--- src/rtl/fft_iter_ctrl.sv ---
// fft_iter_ctrl: sequencing controller for an in-place radix-2 DIT iterative FFT.
// Walks log2(N) stages of N/2 butterflies each, issues read address pairs,
// replays them as write-back pairs PIPE_LAT cycles later, and drives the
// twiddle generator's clear/enable/layer-advance inputs.
module fft_iter_ctrl #(
  parameter int AWL      = 5,  // log2(N), data address width
  parameter int PIPE_LAT = 2   // read-issue to write-back latency, >= 1
) (
  input  logic           CLK,
  input  logic           RST,
  input  logic           START,
  output logic           BUSY,
  output logic           DONE,
  output logic           RD_EN,
  output logic [AWL-1:0] RD_ADDR_A,
  output logic [AWL-1:0] RD_ADDR_B,
  output logic           WR_EN,
  output logic [AWL-1:0] WR_ADDR_A,
  output logic [AWL-1:0] WR_ADDR_B,
  output logic           TW_CLR,
  output logic           TW_EN,
  output logic           TW_LAY_EN
);

  localparam int SW = (AWL > 1) ? $clog2(AWL) : 1;
  localparam int DW = (PIPE_LAT > 1) ? $clog2(PIPE_LAT) : 1;

  localparam logic [2:0] S_IDLE  = 3'd0;
  localparam logic [2:0] S_INIT  = 3'd1;
  localparam logic [2:0] S_RUN   = 3'd2;
  localparam logic [2:0] S_DRAIN = 3'd3;
  localparam logic [2:0] S_FIN   = 3'd4;

  localparam logic [AWL-2:0] J_LAST = '1;                  // N/2-1
  localparam logic [AWL-2:0] J_ONE  = (AWL-1)'(1);
  localparam logic [SW-1:0]  S_LAST = SW'(AWL - 1);
  localparam logic [SW-1:0]  S_ONE  = SW'(1);
  localparam logic [DW-1:0]  D_LAST = DW'(PIPE_LAT - 1);
  localparam logic [DW-1:0]  D_ONE  = DW'(1);

  logic [2:0]     state_q, state_d;
  logic [SW-1:0]  stage_q, stage_d;
  logic [AWL-2:0] j_q, j_d;
  logic [DW-1:0]  dcnt_q, dcnt_d;

  logic           busy_q, busy_d, done_q, done_d;
  logic           rd_en_q, rd_en_d;
  logic [AWL-1:0] rd_a_q, rd_a_d, rd_b_q, rd_b_d;
  logic           tw_clr_q, tw_clr_d, tw_en_q, tw_en_d, tw_lay_q, tw_lay_d;

  logic [PIPE_LAT-1:0]          wp_en_q, wp_en_d;
  logic [PIPE_LAT-1:0][AWL-1:0] wp_a_q, wp_a_d, wp_b_q, wp_b_d;

  // Insert a zero bit at position s of butterfly index j.
  function automatic logic [AWL-1:0] ins_zero(input logic [AWL-2:0] j, input logic [SW-1:0] s);
    logic [AWL-1:0] jx, mask;
    jx   = {1'b0, j};
    mask = (AWL'(1) << s) - AWL'(1);
    return ((jx & ~mask) << 1) | (jx & mask);
  endfunction

  // Next-state and counter update for the stage/butterfly/drain sequencing.
  always_comb begin
    state_d = state_q;
    stage_d = stage_q;
    j_d     = j_q;
    dcnt_d  = dcnt_q;
    case (state_q)
      S_IDLE: if (START) state_d = S_INIT;
      S_INIT: begin
        stage_d = '0;
        j_d     = '0;
        dcnt_d  = '0;
        state_d = S_RUN;
      end
      S_RUN: begin
        if (j_q == J_LAST) begin
          j_d     = '0;
          dcnt_d  = '0;
          state_d = S_DRAIN;
        end else begin
          j_d = j_q + J_ONE;
        end
      end
      S_DRAIN: begin
        // Hold off the next stage's reads until the last write-back has landed.
        if (dcnt_q == D_LAST) begin
          if (stage_q == S_LAST) begin
            state_d = S_FIN;
          end else begin
            stage_d = stage_q + S_ONE;
            state_d = S_RUN;
          end
        end else begin
          dcnt_d = dcnt_q + D_ONE;
        end
      end
      S_FIN:   state_d = S_IDLE;
      default: state_d = S_IDLE;
    endcase
  end

  // Outputs are decoded from the next state so they register in step with it.
  always_comb begin
    rd_en_d  = (state_d == S_RUN);
    tw_en_d  = rd_en_d;
    tw_lay_d = rd_en_d && (j_d == J_LAST);
    tw_clr_d = (state_d == S_INIT);
    busy_d   = (state_d == S_INIT) || (state_d == S_RUN) || (state_d == S_DRAIN);
    done_d   = (state_d == S_FIN);
    rd_a_d   = '0;
    rd_b_d   = '0;
    if (rd_en_d) begin
      rd_a_d = ins_zero(j_d, stage_d);
      rd_b_d = rd_a_d | (AWL'(1) << stage_d);
    end
  end

  // Write-back delay line: the issued read pair replayed PIPE_LAT cycles later.
  always_comb begin
    wp_en_d    = wp_en_q;
    wp_a_d     = wp_a_q;
    wp_b_d     = wp_b_q;
    wp_en_d[0] = rd_en_q;
    wp_a_d[0]  = rd_a_q;
    wp_b_d[0]  = rd_b_q;
    for (int i = 1; i < PIPE_LAT; i++) begin
      wp_en_d[i] = wp_en_q[i-1];
      wp_a_d[i]  = wp_a_q[i-1];
      wp_b_d[i]  = wp_b_q[i-1];
    end
  end

  // State, counters, outputs and delay line; reset also drops pending write-backs.
  always_ff @(posedge CLK) begin
    if (RST) begin
      state_q  <= S_IDLE;
      stage_q  <= '0;
      j_q      <= '0;
      dcnt_q   <= '0;
      busy_q   <= 1'b0;
      done_q   <= 1'b0;
      rd_en_q  <= 1'b0;
      rd_a_q   <= '0;
      rd_b_q   <= '0;
      tw_clr_q <= 1'b0;
      tw_en_q  <= 1'b0;
      tw_lay_q <= 1'b0;
      wp_en_q  <= '0;
      wp_a_q   <= '0;
      wp_b_q   <= '0;
    end else begin
      state_q  <= state_d;
      stage_q  <= stage_d;
      j_q      <= j_d;
      dcnt_q   <= dcnt_d;
      busy_q   <= busy_d;
      done_q   <= done_d;
      rd_en_q  <= rd_en_d;
      rd_a_q   <= rd_a_d;
      rd_b_q   <= rd_b_d;
      tw_clr_q <= tw_clr_d;
      tw_en_q  <= tw_en_d;
      tw_lay_q <= tw_lay_d;
      wp_en_q  <= wp_en_d;
      wp_a_q   <= wp_a_d;
      wp_b_q   <= wp_b_d;
    end
  end

  assign BUSY      = busy_q;
  assign DONE      = done_q;
  assign RD_EN     = rd_en_q;
  assign RD_ADDR_A = rd_a_q;
  assign RD_ADDR_B = rd_b_q;
  assign WR_EN     = wp_en_q[PIPE_LAT-1];
  assign WR_ADDR_A = wp_a_q[PIPE_LAT-1];
  assign WR_ADDR_B = wp_b_q[PIPE_LAT-1];
  assign TW_CLR    = tw_clr_q;
  assign TW_EN     = tw_en_q;
  assign TW_LAY_EN = tw_lay_q;

endmodule

--- config.mk ---
export PLATFORM = sky130hd
export DESIGN_NAME = fft_iter_ctrl
export DESIGN_NICKNAME = d
export VERILOG_FILES = /design/src/rtl/fft_iter_ctrl.sv
export SDC_FILE = /design/constraint.sdc
export NUM_CORES = 1
export LEC_CHECK = 0
export CORE_ASPECT_RATIO = 1.25
export CORE_MARGIN = 2
export CORE_UTILIZATION = 45
export DETAILED_ROUTE_END_ITERATION = 8
export DONT_BUFFER_PORTS = 1
export GPL_TIMING_DRIVEN = 0
export PLACE_DENSITY = 0.65
export SLEW_MARGIN = 20
export SYNTH_ARGS = -nofsm -noshare
export SYNTH_HDL_FRONTEND = slang
export SYNTH_SLANG_ARGS = --single-unit
--- constraint.sdc ---
create_clock -name CLK -period 3 [get_ports CLK]
set_input_delay 0.3 -clock CLK [delete_from_list [all_inputs] [get_ports CLK]]
set_output_delay 0.3 -clock CLK [all_outputs]
set_load 0.05 [all_outputs]
* Word level (Yosys, flattened, before mapping)
Cells that the tools add are included. W data, S select, Z words.
Storage, ports and cells: input bits 3, register bits 48, word-level logic and storage cells 58, output and inout bits 27
Cells by class: add/subtract/negate cells 4, bitwise logic cells 6, shift-type cells 1, mux-type cells 13, equality and inequality tests 11, reduce and logical (&&, ||, !) cells 7
Operators by type and width (count):
- $mux W3 | 6
- $eq A3 B2 Y1 const B | 4
- $pmux W3 S4 | 1
- $or A5 B5 Y5 | 2
- $eq A4 B4 Y1 const B | 2
- $pmux W4 S2 | 1
- $eq A3 B1 Y1 const B | 2
- $eq A3 B3 Y1 const B | 2
- $pmux W3 S2 | 1
- $and A4 B5 Y5 | 1
- $shl A1 B3 Y5 const A | 1
- $sub A5 B2 Y5 const B | 1
- $add A4 B1 Y4 const B | 1
- $and A4 B4 Y4 | 1
- $mux W4 | 1
- $not A4 Y4 | 1
- $add A3 B1 Y3 const B | 1
- $logic_not A3 Y1 | 1
- $pmux W1 S3 | 1
- $reduce_bool A3 Y1 | 1
- $logic_or A1 B1 Y1 | 2
- $mux W1 | 2
- $ne A2 B2 Y1 const B | 1
- $reduce_and A2 Y1 | 1
- 4 further kinds | 4

* Depth between registers and ports, before layout
word-level depth 10, depth in mapped cells 11

* Least setup slack after synthesis
No wires, ideal clock.
kind register to register, start register stage_q[0], end register rd_a_q[1] (netlist: RD_ADDR_A[1]), stages on the path, launching flop included 11, path slack 703 ps, buffers on the path 1, arrival 2222 ps, setup time 75 ps, cells stage by stage dfxtp_1 inv_1 ha_1 nand2_1 or4b_4 and3_4 buf_6 nand3_1 ha_1 or2_2 a21oi_1
Between the ends: longest elaborated chain between the ends 9, elaborated cells between the ends (all ways) 17, those cells by class add/sub (2); eq/ne (2); shift (1); mux (6); bitwise (5); reduce/logical (1)
RTL lines:
- start: declaration | line 42 | logic [SW-1:0] stage_q, stage_d;
- start signal: assignment | line 154 | stage_q <= stage_d;
- $add A3 B1 Y3 or $eq A3 B3 Y1 (tied branches) | line 91, 88
- $mux W3 | line 88 | if (stage_q == S_LAST) begin
- $mux W3 | line 87 | if (dcnt_q == D_LAST) begin
- $pmux W3 S2 | line 68 | case (state_q)
- $shl A1 B3 Y5 | line 58 | mask = (AWL'(1) << s) - AWL'(1);
- $sub A5 B2 Y5 | line 58
- $not A4 Y4 | line 59 | return ((jx & ~mask) << 1) | (jx & mask);
- $and A4 B4 Y4 | line 59
- $or A5 B5 Y5 | line 59
- end signal: assignment | line 160 | rd_a_q <= rd_a_d;
- end: declaration | line 48 | logic [AWL-1:0] rd_a_q, rd_a_d, rd_b_q, rd_b_d;
Parallel ways exist; a longest one is shown, timed or not. A chain may end at the register's enable or synchronous reset.

* Final worst setup path
Ends and elaborated chain as after synthesis.

==> flow_summary_export.csv <==
group,metric,value,unit
timing,finClkSkew,0.00352,ns
drt,drt-pass1-iter-count,4,
timing,clock.fmax,384,MHz
run,drv_cap,0,
drt,wire_per_inst,13.7,um
clock_tree,holdBufCountCts,0,
synth,synth_area,1940,um^2
global_routing,grt_max_degree,16,
global_routing,grt_pass1_wl,5850,um
global_routing,grtUsageTotal,0.151,
drt,vias,1460,
worst_setup_path,worstPathMaxFanout,6,
synth,synthCells,201,
placement,portBuffers,0,
worst_setup_path,critPathCaptureType,"flip-flop",
drt,ant_nets,0,
global_routing,grt_pass1_vias,1311,
worst_setup_path,crit_type,"flip-flop to flip-flop",
power,power.internal,0.950,mW
worst_setup_path,crit_path_frequent_cell,"ha_1",
synth,yosys.area.top_type,"dfxtp_1",
drt,wl,3630,um
final_layout,final_util,0.519,
clock_tree,cts-root-buf,"clkbuf_8",
synth,synth_top_area_frac,0.496,
clock_tree,clockBufferDepth,2,
timing,hold_viol_final,0,
floorplan,initial_core_util,0.473,
worst_setup_path,worst_setup_path_start_kind,"flip-flop",
final_layout,syn2layout_area_growth,9.88,%
synth,yosysMostFrequentCell,"dfxtp_1",
timing,relSlewSlack,0.634,
power,peakVddDrop,283,uV
floorplan,rows,26,
final_layout,drive_gt1_frac,0.158,
clock_tree,cts_resized,0,
timing,rsz0062_at_grt,"false",
placement,hpwl,2630,um
clock_tree,cts_tree,"done",
placement,gp_congestion,0.921,
floorplan,dieWidth,62.7,um
synth,ys_warn_count,0,
timing,min_period_over_period,0.869,
global_routing,overflow,0,
synth,seq_area_frac_synth,0.496,
timing,setup_violations,0,
worst_setup_path,slowest_delay,0.40,ns
final_layout,finalNetCount,215,
clock_tree,htree_num_levels,2,
timing,period_minus_slack,2.61,ns
floorplan,ioPinCount,30,
synth,synth-edff-count,0,
synth,synth-seq-cells,48,
clock_tree,clock_latency,0.29,ns
power,p_switching,0.285,mW
synth,synth.net_count,208,
power,p_sw_frac,0.231,
timing,setup-tns-final,0,ns
drt,vias_per_cell,5.51,
power,p_seq_frac,0.545,
synth,synth.top_cells.by_area,"dfxtp_1 50%, nor2b_1 8.7%, buf_4 4.3%, nor2_1 2.7%, ha_1 2.6%",
global_routing,antenna_found_initial,0,
timing,slew_violations,0,
synth,yosys.cell_types.count,49,
worst_setup_path,cp_cell_sequence,"inv_1 -> ha_1 -> and4b_1 -> o21ai_0 -> and2_1 -> clkbuf_1 -> nand3_1 -> ha_1 -> or2_2 -> a21oi_1",
clock_tree,cts_sinks,48,
power,p_leak,0.841,nW
timing,tightest_slew,0.549,ns
clock_tree,cts_setup_buffers,0,
drt,drcViolationCount,0,
synth,synth_common_cells,"48 x dfxtp_1, 27 x nor2b_1, 14 x nor2_1",
worst_setup_path,worstPathArrival,2.83,ns
synth,async_reset_ff_frac,0,
drt,drt_iter0_markers,73,
synth,syn_avg_cell_area,9.64,um^2
run_status,outcome,"completed",
floorplan,die_height,77.4,um
power,powerDensity,581,nW/um^2
power,combPwrFrac,0.069,
hold_path,worstHoldPathType,"input port to flip-flop",
synth,synth-main-ff-cell,"dfxtp_1",
clock_tree,clkTransAtPathRegs,0.08,ns
worst_setup_path,crit_slowest_cell,"dfxtp_1",
clock_tree,cts_buffers,5,
power,clkPwrFrac,0.386,
worst_setup_path,crit_required,3.22,ns
floorplan,die_area,4850,um^2
final_layout,num_antenna_cells,0,
floorplan,core,4100,um^2
-- layout make-up --
class,count,area (um^2)
multi-input cells,125,811
plain buffers,22,143
well taps,56,70.1
flip-flops and latches,48,961
clock buffers,6,82.6
fillers,407,1970
inverters,6,22.5
clock inverters,2,38.8
-- logic make-up after synthesis --
group           share of synthesized area
xor+xnor                          0.00452
fa+ha+maj                          0.0258
buf+inv                            0.0853
compound gates                      0.129
flops                               0.496
simple gates                        0.259
-- worst max-delay path, delay by kind of cell (launching register included) --
| kind | cells | cell delay (ns) |
|---|---|---|
| AOI/OAI and AO/OA | 2 | 0.39 |
| adders and majority gates | 2 | 0.60 |
| buffers and inverters | 2 | 0.31 |
| DFF | 1 | 0.40 |
| and+or+nand+nor | 4 | 0.84 |
-- routing by layer --
| layer | global-route usage | part of all wire | vias to the layer above |
|---|---|---|---|
| met3 | 0.0493 | 0.059 | 6 |
| met2 | 0.265 | 0.50 | 62 |
| li1 | - | - | 698 |
| met1 | 0.162 | 0.43 | 694 |
| met5 | 0 | 0 | - |
| met4 | 0.0778 | 0.0099 | 0 |
-- stage by stage --
stage	hold WS (ns)	std cells	worst slack, ns	power (mW)	area [um^2]
6_report	0.198	265	0.394	1.24	2130
5_1_grt	0.195	265	0.214	1.28	2130
4_1_cts	0.191	265	0.408	1.25	2130
3_5_place_dp	0.425	257	0.453	0.773	2010
3_3_place_gp	0.416	257	0.519	0.771	2010
2_1_floorplan	0.414	201	0.703	0.756	1940
-- sequential cells by signal, summed over array words and instances, names as in the netlist, 2 cells and up --
register,count
RD_ADDR_A,5
RD_ADDR_B,5
WR_ADDR_A,5
WR_ADDR_B,5
j_q,4
stage_q,3
state_q,3
wp_a_d,5
wp_b_d,5
wp_en_q,2
-- path summary, 6_finish.rpt --
kind	startpoint	to	slack, ns	cells after the start
max	stage_q[0]	RD_ADDR_A[1]	0.39	10
min	START	BUSY	0.20	2
max reg2reg	stage_q[0]	RD_ADDR_A[1]	0.39	10
min reg2reg	wp_a_d[7]	WR_ADDR_A[2]	0.44	1
-- power groups by stage --
stage               registers (mW)  logic (mW)  clock network (mW)
floorplan                    0.685      0.0702                   0
global placement             0.688      0.0831                   0
detailed placement           0.688      0.0847                   0
CTS                          0.673      0.0853               0.489
global route                 0.675      0.0919               0.514
finish                       0.673      0.0851               0.477
-- cells in the final DEF (no fill, tap or decap), types with 4 or more instances in the layout --
master	instances
dfxtp_1	48
nor2b_1	27
nor2_1	14
nand2_1	13
buf_4	11
a21oi_1	7
inv_1	6
clkbuf_1	6
nand3_1	6
clkbuf_8	6
a22oi_1	5
ha_1	4
No activity file was read; power rests on OpenSTA's default activity.
